File: src/rtl/clock_pkg.sv
// Shared definitions for the clock set-mode controller and the timekeeping counter:
// state encoding, field limits and calendar helpers.
package clock_pkg;

    typedef enum logic [2:0] {
        StIdle  = 3'd0,
        StHour  = 3'd1,
        StMin   = 3'd2,
        StSec   = 3'd3,
        StDay   = 3'd4,
        StMonth = 3'd5,
        StYear  = 3'd6
    } state_e;

    localparam int unsigned HourMax    = 23;
    localparam int unsigned MinMax     = 59;
    localparam int unsigned SecMax     = 59;
    localparam int unsigned DayMin     = 1;
    localparam int unsigned MonthMin   = 1;
    localparam int unsigned MonthMax   = 12;
    localparam int unsigned YearMinDef = 2000;
    localparam int unsigned YearMaxDef = 2999;

    function automatic logic is_leap(input logic [11:0] year);
        logic div4, div100, div400;
        div4   = (year[1:0] == 2'b00);
        div100 = ((year % 12'd100) == 12'd0);
        div400 = ((year % 12'd400) == 12'd0);
        return (div4 && !div100) || div400;
    endfunction

    function automatic logic [5:0] days_in_month(input logic [3:0] month,
                                                 input logic [11:0] year);
        logic [5:0] dim;
        case (month)
            4'd2:                      dim = is_leap(year) ? 6'd29 : 6'd28;
            4'd4, 4'd6, 4'd9, 4'd11:   dim = 6'd30;
            default:                   dim = 6'd31;
        endcase
        return dim;
    endfunction

    // Field order walked by the set button; the last field hands back to idle.
    function automatic state_e next_set_state(input state_e s);
        state_e n;
        case (s)
            StHour:  n = StMin;
            StMin:   n = StSec;
            StSec:   n = StDay;
            StDay:   n = StMonth;
            StMonth: n = StYear;
            default: n = StIdle;
        endcase
        return n;
    endfunction

endpackage

File: src/rtl/clock_set_ctrl_if.sv
// Button, running-value and edited-value bundle between the set controller and the
// board/counter side.
interface clock_set_ctrl_if;

    logic        btn_set;
    logic        btn_inc;
    logic        btn_dec;
    logic        btn_view;

    logic [4:0]  cur_hour;
    logic [5:0]  cur_min;
    logic [5:0]  cur_sec;
    logic [5:0]  cur_day;
    logic [3:0]  cur_month;
    logic [11:0] cur_year;

    logic        set_hour;
    logic        set_min;
    logic        set_sec;
    logic        set_day;
    logic        set_month;
    logic        set_year;
    logic        mode_date;

    logic [4:0]  new_hour;
    logic [5:0]  new_min;
    logic [5:0]  new_sec;
    logic [5:0]  new_day;
    logic [3:0]  new_month;
    logic [11:0] new_year;
    logic        load;

    modport master (
        output btn_set, btn_inc, btn_dec, btn_view,
        output cur_hour, cur_min, cur_sec, cur_day, cur_month, cur_year,
        input  set_hour, set_min, set_sec, set_day, set_month, set_year, mode_date,
        input  new_hour, new_min, new_sec, new_day, new_month, new_year, load
    );

    modport slave (
        input  btn_set, btn_inc, btn_dec, btn_view,
        input  cur_hour, cur_min, cur_sec, cur_day, cur_month, cur_year,
        output set_hour, set_min, set_sec, set_day, set_month, set_year, mode_date,
        output new_hour, new_min, new_sec, new_day, new_month, new_year, load
    );

endinterface

File: src/rtl/btn_edge.sv
// Two-flop synchronizer for an asynchronous debounced button followed by a
// rising-edge detector producing a one-cycle pulse.
module btn_edge (
    input  logic clk,
    input  logic rst_n,
    input  logic btn,
    output logic pulse
);

    logic sync1_q, sync2_q, edge_q;

    always_ff @(posedge clk or negedge rst_n) begin
        if (!rst_n) begin
            sync1_q <= 1'b0;
            sync2_q <= 1'b0;
            edge_q  <= 1'b0;
        end else begin
            sync1_q <= btn;
            sync2_q <= sync1_q;
            edge_q  <= sync2_q;
        end
    end

    assign pulse = sync2_q & ~edge_q;

endmodule

File: src/rtl/clock_set_ctrl.sv
// Button-driven set-mode controller: captures the running time/date, steps through and
// edits each field with calendar-correct wrap, and commits with a one-cycle load.
module clock_set_ctrl
    import clock_pkg::*;
#(
    parameter int unsigned YEAR_MIN    = YearMinDef,
    parameter int unsigned YEAR_MAX    = YearMaxDef,
    parameter int unsigned TIMEOUT_CYC = 500_000_000
) (
    input logic             clk,
    input logic             rst_n,
    clock_set_ctrl_if.slave bus
);

    localparam int unsigned   CntW    = (TIMEOUT_CYC > 2) ? $clog2(TIMEOUT_CYC) : 1;
    localparam logic [CntW-1:0] CntLast = CntW'(TIMEOUT_CYC - 1);
    localparam logic [11:0]   YMin    = 12'(YEAR_MIN);
    localparam logic [11:0]   YMax    = 12'(YEAR_MAX);

    logic set_p, inc_p, dec_p, view_p;

    btn_edge u_set  (.clk(clk), .rst_n(rst_n), .btn(bus.btn_set),  .pulse(set_p));
    btn_edge u_inc  (.clk(clk), .rst_n(rst_n), .btn(bus.btn_inc),  .pulse(inc_p));
    btn_edge u_dec  (.clk(clk), .rst_n(rst_n), .btn(bus.btn_dec),  .pulse(dec_p));
    btn_edge u_view (.clk(clk), .rst_n(rst_n), .btn(bus.btn_view), .pulse(view_p));

    state_e      state_q, state_d;
    logic        view_q, view_d;
    logic        load_q, load_d;
    logic [5:0]  set_q, set_d;
    logic [CntW-1:0] cnt_q, cnt_d;
    logic [4:0]  hour_q, hour_d;
    logic [5:0]  min_q, min_d;
    logic [5:0]  sec_q, sec_d;
    logic [5:0]  day_q, day_d;
    logic [3:0]  month_q, month_d;
    logic [11:0] year_q, year_d;

    logic        any_edge, step_up, step_dn;
    logic [4:0]  hour_s;
    logic [5:0]  min_s, sec_s, day_s;
    logic [3:0]  month_s;
    logic [11:0] year_s;
    logic [5:0]  dim_cur, dim_mo, dim_yr;

    assign any_edge = set_p | inc_p | dec_p | view_p;
    // Simultaneous inc and dec cancel out.
    assign step_up  = inc_p & ~dec_p;
    assign step_dn  = dec_p & ~inc_p;

    // Candidate stepped values; wrap by explicit compare at each field's own width.
    assign hour_s  = step_up ? ((hour_q >= 5'(HourMax)) ? 5'd0 : hour_q + 5'd1)
                             : ((hour_q == 5'd0) ? 5'(HourMax) : hour_q - 5'd1);
    assign min_s   = step_up ? ((min_q >= 6'(MinMax)) ? 6'd0 : min_q + 6'd1)
                             : ((min_q == 6'd0) ? 6'(MinMax) : min_q - 6'd1);
    assign sec_s   = step_up ? ((sec_q >= 6'(SecMax)) ? 6'd0 : sec_q + 6'd1)
                             : ((sec_q == 6'd0) ? 6'(SecMax) : sec_q - 6'd1);
    assign month_s = step_up ? ((month_q >= 4'(MonthMax)) ? 4'(MonthMin) : month_q + 4'd1)
                             : ((month_q <= 4'(MonthMin)) ? 4'(MonthMax) : month_q - 4'd1);
    assign year_s  = step_up ? ((year_q >= YMax) ? YMin : year_q + 12'd1)
                             : ((year_q <= YMin) ? YMax : year_q - 12'd1);

    assign dim_cur = days_in_month(month_q, year_q);
    assign dim_mo  = days_in_month(month_s, year_q);
    assign dim_yr  = days_in_month(month_q, year_s);

    assign day_s   = step_up ? ((day_q >= dim_cur) ? 6'(DayMin) : day_q + 6'd1)
                             : ((day_q <= 6'(DayMin)) ? dim_cur : day_q - 6'd1);

    always_comb begin
        state_d = state_q;
        view_d  = view_q;
        load_d  = 1'b0;
        cnt_d   = cnt_q;
        hour_d  = hour_q;
        min_d   = min_q;
        sec_d   = sec_q;
        day_d   = day_q;
        month_d = month_q;
        year_d  = year_q;

        unique case (state_q)
            StIdle: begin
                cnt_d = '0;
                if (set_p) begin
                    hour_d  = bus.cur_hour;
                    min_d   = bus.cur_min;
                    sec_d   = bus.cur_sec;
                    day_d   = bus.cur_day;
                    month_d = bus.cur_month;
                    year_d  = bus.cur_year;
                    state_d = StHour;
                end else if (view_p) begin
                    view_d = ~view_q;
                end
            end
            default: begin
                if (set_p) begin
                    state_d = next_set_state(state_q);
                    load_d  = (state_q == StYear);
                end else if (step_up || step_dn) begin
                    unique case (state_q)
                        StHour:  hour_d = hour_s;
                        StMin:   min_d  = min_s;
                        StSec:   sec_d  = sec_s;
                        StDay:   day_d  = day_s;
                        StMonth: begin
                            month_d = month_s;
                            if (day_q > dim_mo) day_d = dim_mo;
                        end
                        StYear: begin
                            year_d = year_s;
                            if (day_q > dim_yr) day_d = dim_yr;
                        end
                        default: ;
                    endcase
                end

                // Abandon the edit without commit after a long stretch of no activity.
                if (any_edge) begin
                    cnt_d = '0;
                end else if (cnt_q == CntLast) begin
                    cnt_d   = '0;
                    state_d = StIdle;
                end else begin
                    cnt_d = cnt_q + CntW'(1);
                end
            end
        endcase
    end

    // Blink selects are decoded from the next state so they line up with state_q.
    always_comb begin
        set_d = '0;
        unique case (state_d)
            StHour:  set_d[5] = 1'b1;
            StMin:   set_d[4] = 1'b1;
            StSec:   set_d[3] = 1'b1;
            StDay:   set_d[2] = 1'b1;
            StMonth: set_d[1] = 1'b1;
            StYear:  set_d[0] = 1'b1;
            default: ;
        endcase
    end

    always_ff @(posedge clk or negedge rst_n) begin
        if (!rst_n) begin
            state_q <= StIdle;
            view_q  <= 1'b0;
            load_q  <= 1'b0;
            set_q   <= '0;
            cnt_q   <= '0;
            hour_q  <= 5'd0;
            min_q   <= 6'd0;
            sec_q   <= 6'd0;
            day_q   <= 6'(DayMin);
            month_q <= 4'(MonthMin);
            year_q  <= YMin;
        end else begin
            state_q <= state_d;
            view_q  <= view_d;
            load_q  <= load_d;
            set_q   <= set_d;
            cnt_q   <= cnt_d;
            hour_q  <= hour_d;
            min_q   <= min_d;
            sec_q   <= sec_d;
            day_q   <= day_d;
            month_q <= month_d;
            year_q  <= year_d;
        end
    end

    assign bus.set_hour  = set_q[5];
    assign bus.set_min   = set_q[4];
    assign bus.set_sec   = set_q[3];
    assign bus.set_day   = set_q[2];
    assign bus.set_month = set_q[1];
    assign bus.set_year  = set_q[0];

    assign bus.mode_date = (state_q == StIdle) ? view_q
                         : (state_q == StDay || state_q == StMonth || state_q == StYear);

    assign bus.new_hour  = hour_q;
    assign bus.new_min   = min_q;
    assign bus.new_sec   = sec_q;
    assign bus.new_day   = day_q;
    assign bus.new_month = month_q;
    assign bus.new_year  = year_q;
    assign bus.load      = load_q;

endmodule

File: src/flat_wrapper.sv
// flat-port wrapper written by rule: the top's interface ports become plain ports
module clock_set_ctrl_flat import clock_pkg::*;
#(
    parameter int unsigned YEAR_MIN    = YearMinDef,
    parameter int unsigned YEAR_MAX    = YearMaxDef,
    parameter int unsigned TIMEOUT_CYC = 500_000_000
)
  (clk, rst_n, bus_btn_set, bus_btn_inc, bus_btn_dec, bus_btn_view, bus_cur_hour, bus_cur_min, bus_cur_sec, bus_cur_day, bus_cur_month, bus_cur_year, bus_set_hour, bus_set_min, bus_set_sec, bus_set_day, bus_set_month, bus_set_year, bus_mode_date, bus_new_hour, bus_new_min, bus_new_sec, bus_new_day, bus_new_month, bus_new_year, bus_load);
  clock_set_ctrl_if bus_i ();
  input logic clk;
  input logic rst_n;
  input wire logic [$bits(bus_i.btn_set)-1:0] bus_btn_set;
  input wire logic [$bits(bus_i.btn_inc)-1:0] bus_btn_inc;
  input wire logic [$bits(bus_i.btn_dec)-1:0] bus_btn_dec;
  input wire logic [$bits(bus_i.btn_view)-1:0] bus_btn_view;
  input wire logic [$bits(bus_i.cur_hour)-1:0] bus_cur_hour;
  input wire logic [$bits(bus_i.cur_min)-1:0] bus_cur_min;
  input wire logic [$bits(bus_i.cur_sec)-1:0] bus_cur_sec;
  input wire logic [$bits(bus_i.cur_day)-1:0] bus_cur_day;
  input wire logic [$bits(bus_i.cur_month)-1:0] bus_cur_month;
  input wire logic [$bits(bus_i.cur_year)-1:0] bus_cur_year;
  output wire logic [$bits(bus_i.set_hour)-1:0] bus_set_hour;
  output wire logic [$bits(bus_i.set_min)-1:0] bus_set_min;
  output wire logic [$bits(bus_i.set_sec)-1:0] bus_set_sec;
  output wire logic [$bits(bus_i.set_day)-1:0] bus_set_day;
  output wire logic [$bits(bus_i.set_month)-1:0] bus_set_month;
  output wire logic [$bits(bus_i.set_year)-1:0] bus_set_year;
  output wire logic [$bits(bus_i.mode_date)-1:0] bus_mode_date;
  output wire logic [$bits(bus_i.new_hour)-1:0] bus_new_hour;
  output wire logic [$bits(bus_i.new_min)-1:0] bus_new_min;
  output wire logic [$bits(bus_i.new_sec)-1:0] bus_new_sec;
  output wire logic [$bits(bus_i.new_day)-1:0] bus_new_day;
  output wire logic [$bits(bus_i.new_month)-1:0] bus_new_month;
  output wire logic [$bits(bus_i.new_year)-1:0] bus_new_year;
  output wire logic [$bits(bus_i.load)-1:0] bus_load;
  assign bus_i.btn_set = bus_btn_set;
  assign bus_i.btn_inc = bus_btn_inc;
  assign bus_i.btn_dec = bus_btn_dec;
  assign bus_i.btn_view = bus_btn_view;
  assign bus_i.cur_hour = bus_cur_hour;
  assign bus_i.cur_min = bus_cur_min;
  assign bus_i.cur_sec = bus_cur_sec;
  assign bus_i.cur_day = bus_cur_day;
  assign bus_i.cur_month = bus_cur_month;
  assign bus_i.cur_year = bus_cur_year;
  assign bus_set_hour = bus_i.set_hour;
  assign bus_set_min = bus_i.set_min;
  assign bus_set_sec = bus_i.set_sec;
  assign bus_set_day = bus_i.set_day;
  assign bus_set_month = bus_i.set_month;
  assign bus_set_year = bus_i.set_year;
  assign bus_mode_date = bus_i.mode_date;
  assign bus_new_hour = bus_i.new_hour;
  assign bus_new_min = bus_i.new_min;
  assign bus_new_sec = bus_i.new_sec;
  assign bus_new_day = bus_i.new_day;
  assign bus_new_month = bus_i.new_month;
  assign bus_new_year = bus_i.new_year;
  assign bus_load = bus_i.load;
  clock_set_ctrl #(.YEAR_MIN(YEAR_MIN), .YEAR_MAX(YEAR_MAX), .TIMEOUT_CYC(TIMEOUT_CYC)) u_core (.clk(clk), .rst_n(rst_n), .bus(bus_i));
endmodule
File: config.mk
export PLATFORM = sky130hd
export DESIGN_NAME = clock_set_ctrl_flat
export DESIGN_NICKNAME = d
export VERILOG_FILES = /design/src/rtl/clock_pkg.sv /design/src/rtl/clock_set_ctrl_if.sv /design/src/rtl/btn_edge.sv /design/src/rtl/clock_set_ctrl.sv /design/src/flat_wrapper.sv
export SDC_FILE = /design/constraint.sdc
export NUM_CORES = 1
export LEC_CHECK = 0
export BUFFER_PORTS_ARGS = -buffer_cell sky130_fd_sc_hd__buf_2
export CAP_MARGIN = 25
export CORE_ASPECT_RATIO = 0.7
export CORE_MARGIN = 3
export CORE_UTILIZATION = 35
export CTS_CLUSTER_SIZE = 25
export DETAILED_ROUTE_END_ITERATION = 6
export SETUP_SLACK_MARGIN = 0.5
export SYNTH_ARGS = -nofsm -noshare
export SYNTH_HDL_FRONTEND = slang
export SYNTH_SLANG_ARGS = --single-unit
File: constraint.sdc
create_clock -name clk -period 13.25 [get_ports clk]
set_clock_uncertainty 0.05 [all_clocks]
set_input_delay 0 -clock clk [delete_from_list [all_inputs] [get_ports clk]]
set_output_delay 0 -clock clk [all_outputs]
set_load 0.01 [all_outputs]
# Yosys cells after proc, flatten, opt, wreduce, memory -nomap -nowiden
# Cells that the tools add are included.
# classes
n_addsub	13
eq_ne	27
n_lt_le_gt_ge	11
muxes	73
mul	0
n_reduce_logical	35
shifts	0
bitwise	17
div_mod_pow	4
# ops
cell	n
two-way mux 6 bit	25
two-way mux 12 bit	8
two-way mux 29 bit	3
logical NOT 12 bit	4
two-way mux 5 bit	8
case mux 6 bit (2 select lines)	3
two-way mux 4 bit	8
adder 29 x 1 -> 29 bit (second input constant)	1
equality test 29 bit (second input constant)	1
modulo 12 x 7 -> 12 bit (second input constant)	2
modulo 12 x 9 -> 12 bit (second input constant)	2
AND reduction 4 bit	5
adder 6 x 1 -> 6 bit (second input constant)	3
equality test 3 bit (second input constant)	6
case mux 6 bit (3 select lines)	1
subtractor 6 x 1 -> 6 bit (second input constant)	3
equality test 4 x 3 -> 1 bit (second input constant)	4
equality test 4 bit (second input constant)	4
two-way mux 3 bit	5
case mux 3 bit (5 select lines)	1
adder 12 x 1 -> 12 bit (second input constant)	1
equality test 3 x 2 -> 1 bit (second input constant)	4
greater-or-equal comparator 12 bit (second input constant)	1
greater-or-equal comparator 6 bit (second input constant)	2
33 further kinds	75
# word_totals
word_cells	203
inputBits	45
mem_bits_rw	0
romBits	0
out_inout_bits	47
ff_bits	91
memories	0
latch_bits	0

# Depth between registers and ports, before layout
# Gate-level depths: netlist of the first run.
# depth
word_depth	18
mapped_depth	35
ltp_nobuf	32

# Hierarchy
# A second synthesis of the first run with hierarchy kept.
# hier_totals
hier_cells	1078
hier_area_um2	8333.0
# modules_own_cells
mod	cells_per_inst	instances	seq_area_each_um2	area_per_inst_um2
clock_set_ctrl	1062	1	1986.9	7977.7
btn_edge	4	4	75.1	88.8

# Worst setup path before layout of the first run
# OpenSTA, ideal clock, no wires.
# synth_timing
kind	reg2reg
from	register u_core.year_q[0], in the netlist u_core.bus.new_year[0]
to	register u_core.day_q[0], in the netlist u_core.bus.new_day[0]
arrival_ns	6.578
setup_slack_ns	6.543
period_less_slack_ns	6.707
required_ns	13.121
setup_time_ns	0.079
n_path_buf	1
path_stages_with_launch	31
path_cell_list	dfrtp_1 -> inv_1 -> ha_1 -> nor4b_2 -> o41ai_4 -> o21ai_1 -> and2_1 -> clkbuf_2 -> o311ai_0 -> o21ai_1 -> maj3_2 -> or3_1 -> a22o_1 -> a311oi_4 -> o31a_1 -> xnor2_1 -> ha_1 -> inv_1 -> a211oi_1 -> nor3_1 -> xor2_1 -> a2111oi_0 -> o21ai_1 -> ha_1 -> a211oi_1 -> o21ai_0 -> o21ai_0 -> o311ai_0 -> o21bai_1 -> o31a_1 -> a41o_1
# synth_between
elab_chain_cells	15
word_cells_on_any_way	43
cone_classes	add/sub (2); div (4); order compare (5); eq/ne (2); mux (17); reduce/logical (13)
# synth_lines
element	line_no	text
from (decl)	clock_set_ctrl.sv:37	logic [11:0] year_q, year_d;
from (signal assigned)	clock_set_ctrl.sv:158	year_q <= YMin;
from (signal assigned)	clock_set_ctrl.sv:170	year_q <= year_d;
parallel branches: the longest is 15 deep, another holds subtractor 12 x 1 -> 12 bit	n/a	
to (signal assigned)	clock_set_ctrl.sv:156	day_q <= 6'(DayMin);
to (signal assigned)	clock_set_ctrl.sv:168	day_q <= day_d;
to (decl)	clock_set_ctrl.sv:35	logic [5:0] day_q, day_d;
# Parallel ways; which one is timed is not known. The select of a mux whose other input is x is not followed.
# A chain may end at the register's enable or synchronous reset.

# Worst setup path in the final report of the first run
# layout_timing
from	register u_core.u_inc.sync2_q
to	register u_core.day_q[0], in the netlist u_core.bus.new_day[0]
# layout_between
elab_chain_cells	15
word_cells_on_any_way	37
cone_classes	div (2); order compare (2); eq/ne (7); mux (12); bitwise (4); reduce/logical (10)
# layout_lines
element	line_no	text
from (decl)	btn_edge.sv:10	logic sync1_q, sync2_q, edge_q;
from (signal assigned)	btn_edge.sv:19	sync2_q <= sync1_q;
AND 1 bit *	btn_edge.sv:24	assign pulse = sync2_q & ~edge_q;
parallel branches: the longest is 14 deep, another holds modulo 12 x 7 -> 12 bit	n/a	
# Mark *: on every way between the ends. The select of a mux whose other input is x is not followed.

==> summary.md, run 1 <==
| Metric | Value |
|---|---|
| Synthesized area | `approximately 8900 um2` |
| Cts repair resizes | `0` |
| Number of buffers added on ports | `between 90 and 100` |
| Final antenna-violating net count | `0` |
| Max FO, Critical Path | `50` |
| Area of the multi-input gates | `about 6100 um2` |
| Row cnt | `48` |
| Pin count of the biggest net entering global routing | `73` |
| Max Fclk | `between 100 and 150 MHz` |
| Final setup violation count | `0` |
| Chip height | `between 100 and 150 um` |
| Commonest non-fill, non-tap cells in the layout | `nor2_1 (132), nand2_1 (107), o21ai_0 (96)` |
| Ys async rst share | `100%` |
| Worst slew margin | `between 30% and 40%` |
| Yosys top cell area share | `a little under a quarter` |
| Layout cells sized above 1 | `~14%` |
| Aggregate global-route resource usage | `between 15 and 20%` |
| Routed wire length | `~28 mm` |
| Switch share | `between 50 and 60%` |
| Total number of vias | `approximately 9300` |
| Worst slew pin tran | `~1000 ps` |
| DR iter-0 viols | `1004` |
| Post-Synth Simple-Gate Area | `25.2%` |
| Leading area contributor after synthesis | `dfrtp_1` |
| CP dominant cell by count | `a21oi_1` |
| #FFs+latches synth | `91` |
| Reg power frac | `18.5%` |
| Die Span X | `between 150 and 200 um` |
| H-tree depth | `3` |
| Hold WC Path Type | `primary input to flip-flop` |
| Layout area overhead | `14.5%` |
| Number of synthesized flops with an enable pin | `0` |
| Compound-cell area share of the yosys netlist | `around a third` |
| Dpl hpwl | `approximately 20 mm` |
| Clock root buffer | `clkbuf_16` |
| Gpl congestion | `around 0.96` |
| Cell Pwr Density | `311 nW/um2` |
| Max incr delay on CP | `a little over 600 ps` |
| Fill cells | `roughly 2500` |
| Max_cap viols | `0` |
| Worst-path clk slew | `~80 ps` |
| Fin crit period | `about 8200 ps` |
| DP Area | `~9400 um2` |
| Pint | `1380 uW` |
| CTS max path bufs | `2` |
| Status | `finished, final reports clean` |
| Adder-cell share of the synthesized area | `~4.3%` |
| Sink Count | `between 90 and 100` |
| Clk_lat worst skew | `370 ps` |
| DRC viols | `0` |
| Layout Nets | `around 1300` |
| CTS tree | `yes` |
| Io pins | `between 90 and 100` |
| Sequential fraction of the synthesis area | `25.8%` |
| Final std cell area, no fill | `10200 um2` |
| Clock Power Share | `under 10%` |
| Reg2reg setup slack | `approximately 5000 ps` |
| Register area | `around 2300 um2` |
| Via density | `5.93` |
| Setup Crit Path Kind | `flip-flop to flip-flop` |
| Starting density of the core | `35.7%` |
| Drt pass-1 iters | `5` |
| Cells after Synth | `about 1200` |
| Hold WS | `about 24 ps` |
| First-pass GRT wire length | `44.9 mm` |
| Combinational family with the most area after synthesis | `compound AO/OA/AOI/OAI gates` |
| Cts bufs inserted | `9` |
| Peak VDD IR | `approximately 0.00025 V` |
| Yosys warns | `0` |
| Number of distinct library cells after synthesis | `99` |
| Post-synthesis xor/xnor area fraction | `a little over 5%` |
| RSZ-0062 raised after global routing | `false` |
| Pleak | `slightly above 0.004 uW` |
| Synth top area cells | `dfrtp_1 (23%), nor2_1 (5.6%), o21ai_0 (5.4%)` |
| Critical path capture point type | `flip-flop` |
| Period Utilization, post-route | `just over 60%` |
| Req. time, crit path | `around 14000 ps` |
| Total congestion overflow | `0` |
| Diodes inserted | `0` |
| Synth Area per Inst | `roughly 7.5 um2` |
| Post-layout util | `between 40 and 50%` |
| CP startpoint kind | `flip-flop` |
| Comb power frac | `between 70% and 80%` |
| Multiplexer share of the synthesized area | `approximately 1.9%` |
| Syn nets | `roughly 1200` |
| DR WL/cell | `~18 um` |
| Main flop type after synthesis | `dfrtp_1` |
| Setup TNS | `0 ps` |
| Commonest non-fill, non-tap cell in the layout | `nor2_1` |
| Final Hold Vio Count | `0` |
| Final Max Slew Viols | `0` |
| Core ar. | `24800 um2` |
| Number of global-route vias before repair | `8292` |
| Final Power | `about 3200 uW` |
| Die footprint | `between 20000 and 30000 um2` |
| Initial antenna violation count | `0` |
| Critical path arrival | `roughly 8500 ps` |
| Net Switching | `1780 uW` |
| Slowest CP cell | `a21oi_1` |
## power groups by stage
stage,registers [uW],logic [uW],clock network (uW)
3_3_place_gp,580,2220,0
3_5_place_dp,581,2230,0
5_1_grt,605,2550,277
4_1_cts,576,2260,269
6_report,584,2320,260
2_1_floorplan,450,1860,0
## per-layer routing
metal | global-route usage (%) | part of all wire, % | up-vias | wire length (um)
met5 | 0 | 0 | - | 0
met4 | 4.99 | 1.6 | 0 | 453
met3 | 4.15 | 8.0 | 31 | 2230
met2 | 27.3 | 39 | 407 | 10900
met1 | 31.4 | 51 | 4389 | 14200
li1 | - | - | 4521 | -
## registers in the layout, indices dropped and copies added (netlist names)
| name | cells |
|---|---|
| u_core.set_q | 6 |
| u_core.u_view.sync1_q | 1 |
| u_core.bus.load | 1 |
| u_core.u_view.edge_q | 1 |
| u_core.u_dec.edge_q | 1 |
| u_core.bus.new_day | 6 |
| u_core.u_set.sync2_q | 1 |
| u_core.view_q | 1 |
| u_core.cnt_q | 29 |
| u_core.bus.new_year | 12 |
| u_core.u_set.sync1_q | 1 |
| u_core.u_inc.sync1_q | 1 |
| u_core.bus.new_sec | 6 |
| u_core.bus.new_month | 4 |
| u_core.bus.new_hour | 5 |
| u_core.u_set.edge_q | 1 |
| u_core.u_view.sync2_q | 1 |
| u_core.state_q | 3 |
| u_core.u_dec.sync1_q | 1 |
| u_core.bus.new_min | 6 |
| u_core.u_inc.edge_q | 1 |
| u_core.u_inc.sync2_q | 1 |
| u_core.u_dec.sync2_q | 1 |
## area by class of cell
class	count	share of cell area, %
multi-input cells	967	59.7
flip-flops and latches	91	22.5
repair buffers	144	9.68
well taps	325	4.00
clock buffers	12	2.53
inverters	34	1.26
clock inverters	4	0.333
## repair_timing
item,4_1_cts,5_1_grt
setup endpoints to repair,0,0
buffers inserted,0,0
hold endpoints to repair,60,0
hold buffers,43,0
## through the flow
stage / worst slack (ps) / std cells
after floorplan: 6540 / 1175
after global placement: 5460 / 1516
after detailed placement: 5290 / 1516
after CTS: 5200 / 1575
after global routing: 4130 / 1577
final: 5020 / 1577
## kinds of logic after synthesis
kind of cell	Yosys count
xor+xnor	51
flops	91
mux	16
fa+ha+maj	31
compound gates	412
buf+inv	117
simple gates	457
## worst max-delay path: cells and delay by family, from the launching register on
kind                     cells  cell delay (ps)
AO/OA/AOI/OAI               17             4740
buffers and inverters        3             1060
XOR/XNOR                     2              250
flip-flops                   1              340
AND/OR/NAND/NOR              5              980
adder cells (fa/ha/maj)      3              730
## synthesized netlist by cell type (6+ instances only)
cell      number
a211oi_1      15
a21o_1         6
a21oi_1       90
a221oi_1       8
a22oi_1       10
a311oi_1       6
a31oi_1       25
and2_1         9
and3_1        16
buf_1         10
buf_2         10
buf_4          8
clkbuf_1      49
dfrtp_1       83
dfstp_2        8
ha_1          29
inv_1         32
mux2i_1       11
nand2_1      107
nand2b_1      14
nand3_1       48
nand3b_1       7
nand4_1        8
nor2_1       132
nor2b_1       11
nor3_1        41
nor4_1        12
o211ai_1      11
o21a_1        13
o21ai_0       96
o21ai_1       12
o21bai_1       7
o22ai_1       12
o31ai_1       15
or2_2          7
or3_1         13
xnor2_1       24
xor2_1        27
## worst paths after layout
path | from | cells after the start | end
setup reg to reg | u_core.u_inc.sync2_q | 30 | u_core.bus.new_day[0]
max in group asynchronous | rst_n | 3 | u_core.set_q[3]
setup / recovery | u_core.u_inc.sync2_q | 30 | u_core.bus.new_day[0]
hold reg to reg | u_core.u_set.sync1_q | 0 | u_core.u_set.sync2_q
hold / removal | bus_cur_sec[3] | 3 | u_core.bus.new_sec[3]
min in group asynchronous | rst_n | 2 | u_core.bus.new_month[0]
(Power assumes the default switching activity.)
==> inputs of run 2 (changes only) <==
clock period = 7.5 ns   (was 13.25 ns; I/O delays follow)
==> run 2 against run 1 <==
Net effect: die area unchanged; worst setup slack got worse by 4300 ps; hold slack improved by 3.0 ps; critical endpoint unchanged; register-to-register slack got worse by 4300 ps; via count increased by 2.5%; clock-buffer cell count decreased by 3.
==> summary.md, run 2 (synthesized netlist as in run 1, its figures left out) <==
| Metric | Value |
|---|---|
| Hold WS | `approximately 27 ps` |
| Cell count of the worst reg-to-reg path | `32` |
| Hold EP | `u_core.bus.new_day[3]` |
| CP startpoint kind | `flip-flop` |
| Commonest non-fill, non-tap cells in the layout | `nor2_1 (128), nand2_1 (104), o21ai_0 (93)` |
| Clk_lat worst skew | `around 350 ps` |
| Worst slew pin tran | `between 900 and 1000 ps` |
| Max FO, Critical Path | `7` |
| Drt pass-1 iters | `5` |
| Chip height | `between 100 and 150 um` |
| RR Startpoint | `u_core.bus.new_year[5]` |
| Max FFs per register | `29` |
| Fin crit period | `between 6000 and 7000 ps` |
| DRC viols | `0` |
| Total congestion overflow | `0` |
| Slowest CP cell | `dfrtp_2` |
| CTS tree | `yes` |
| Row cnt | `48` |
| Layout cells sized above 1 | `about a quarter` |
| Sink Count | `91` |
| Critical path arrival | `7020 ps` |
| Place WS | `approximately 210 ps` |
| Worst r2r dst | `u_core.bus.new_day[0]` |
| Final antenna-violating net count | `0` |
| CP dominant cell by count | `buf_4` |
| Reg2reg setup slack | `710 ps` |
| Gpl congestion | `0.948` |
| Routed wire length | `between 20 and 30 mm` |
| First-pass GRT wire length | `45.5 mm` |
| DR WL/cell | `17.3 um` |
| Reg with most FFs | `u_core.cnt_q` |
| Diodes inserted | `0` |
| Commonest non-fill, non-tap cell in the layout | `nor2_1` |
| Max incr delay on CP | `460 ps` |
| Max Fclk | `147 MHz` |
| Pin count of the biggest net entering global routing | `73` |
| Aggregate global-route resource usage | `between 20% and 30%` |
| Layout area overhead | `26.4%` |
| Cts bufs inserted | `9` |
| Max_cap viols | `0` |
| Setup TNS | `0 ps` |
| Req. time, crit path | `7730 ps` |
| Number of global-route vias before repair | `roughly 8400` |
| CTS max path bufs | `2` |
| Post-Layout Cell Count | `1658` |
| Dpl cells | `1559` |
| Final Max Slew Viols | `0` |
| RSZ-0062 raised after global routing | `true` |
| Final Hold Vio Count | `0` |
| Core ar. | `about 25000 um2` |
| Via density | `roughly 5.8` |
| Cells on Worst Hold Path | `3` |
| Critical path capture point type | `flip-flop` |
| Total number of vias | `approximately 9600` |
| Period Utilization, post-route | `between 90% and 100%` |
| Min-delay src | `bus_cur_day[3]` |
| Die footprint | `~27000 um2` |
| Clock root buffer | `clkbuf_16` |
| Worst slew margin | `34.7%` |
| Final WS setup | `between 700 and 800 ps` |
| Io pins | `between 90 and 100` |
| Layout Nets | `1403` |
| H-tree depth | `3` |
| Starting density of the core | `between 30 and 40%` |
| Die Span X | `approximately 200 um` |
| Hold WC Path Type | `primary input to flip-flop` |
| Worst-path clk slew | `~70 ps` |
| DR iter-0 viols | `between 800 and 900` |
| Number of buffers added on ports | `91` |
| Setup Crit Path Kind | `flip-flop to flip-flop` |
| Final setup violation count | `0` |
| Status | `finished, final reports clean` |
| Initial antenna violation count | `0` |
| Dpl hpwl | `slightly above 20 mm` |
## run 2: per-layer routing
| layer | GRT usage [%] | vias to the layer above | routed length [um] |
|---|---|---|---|
| met2 | 28.7 | 337 | 12100 |
| li1 | - | 4691 | - |
| met3 | 3.08 | 24 | 1770 |
| met4 | 3.56 | 0 | 242 |
| met1 | 32.0 | 4530 | 14600 |
| met5 | 0 | - | 0 |
## run 2: how the worst max path moves through the flow
| stage | startpoint | slack (ps) | end | cells after the start |
|---|---|---|---|---|
| 2_1_floorplan | u_core.bus.new_year[0] | 790 | u_core.bus.new_day[0] | 30 |
| 3_3_place_gp | u_core.bus.new_year[1] | 320 | u_core.bus.new_day[0] | 32 |
| 3_5_place_dp | u_core.bus.new_year[1] | 210 | u_core.bus.new_day[0] | 32 |
| 4_1_cts | u_core.bus.new_year[0] | 510 | u_core.bus.new_day[0] | 30 |
| 5_1_grt | u_core.bus.new_year[9] | 370 | u_core.bus.new_day[0] | 30 |
| 6_report | u_core.bus.new_year[5] | 710 | u_core.bus.new_day[0] | 32 |
## run 2: through the flow
| step | area (um2) | utilization (%) |
|---|---|---|
| final | 11200 | 45.2 |
| after global routing | 11200 | 45.2 |
| after CTS | 10500 | 42.3 |
| after detailed placement | 9720 | 39.2 |
| after global placement | 9720 | 39.2 |
| after floorplan | 8870 | - |
## run 2: worst max-delay path, delay by kind of cell (launching register included)
kind                       cells  cell delay (ps)
adders and majority gates      2              520
DFF                            1              460
buffers and inverters          6              910
xor gates and xnor gates       1              200
and+or+nand+nor                4              900
AOI/OAI and AO/OA             19             3690
## run 2: what timing repair did
item,4_1_cts,5_1_grt
pin swaps,1,27
resized for setup,6,93
buffers inserted,2,38
setup endpoints to repair,4,6
hold buffers,43,0
hold endpoints to repair,60,0
## run 2: area by class of cell
| class | instances | area (um2) |
|---|---|---|
| fill | 2498 | 13600 |
| sequential | 91 | 2300 |
| clock inverter | 6 | 72.6 |
| tap | 325 | 407 |
| multi-input combinational | 967 | 6450 |
| clock buffer | 9 | 225 |
| inverter | 34 | 128 |
| timing repair buffer | 226 | 1630 |
Power of run 2 is left out: the tool's default activity adds up to more than one toggle a clock period on the data nets, which glitch-free logic cannot reach.
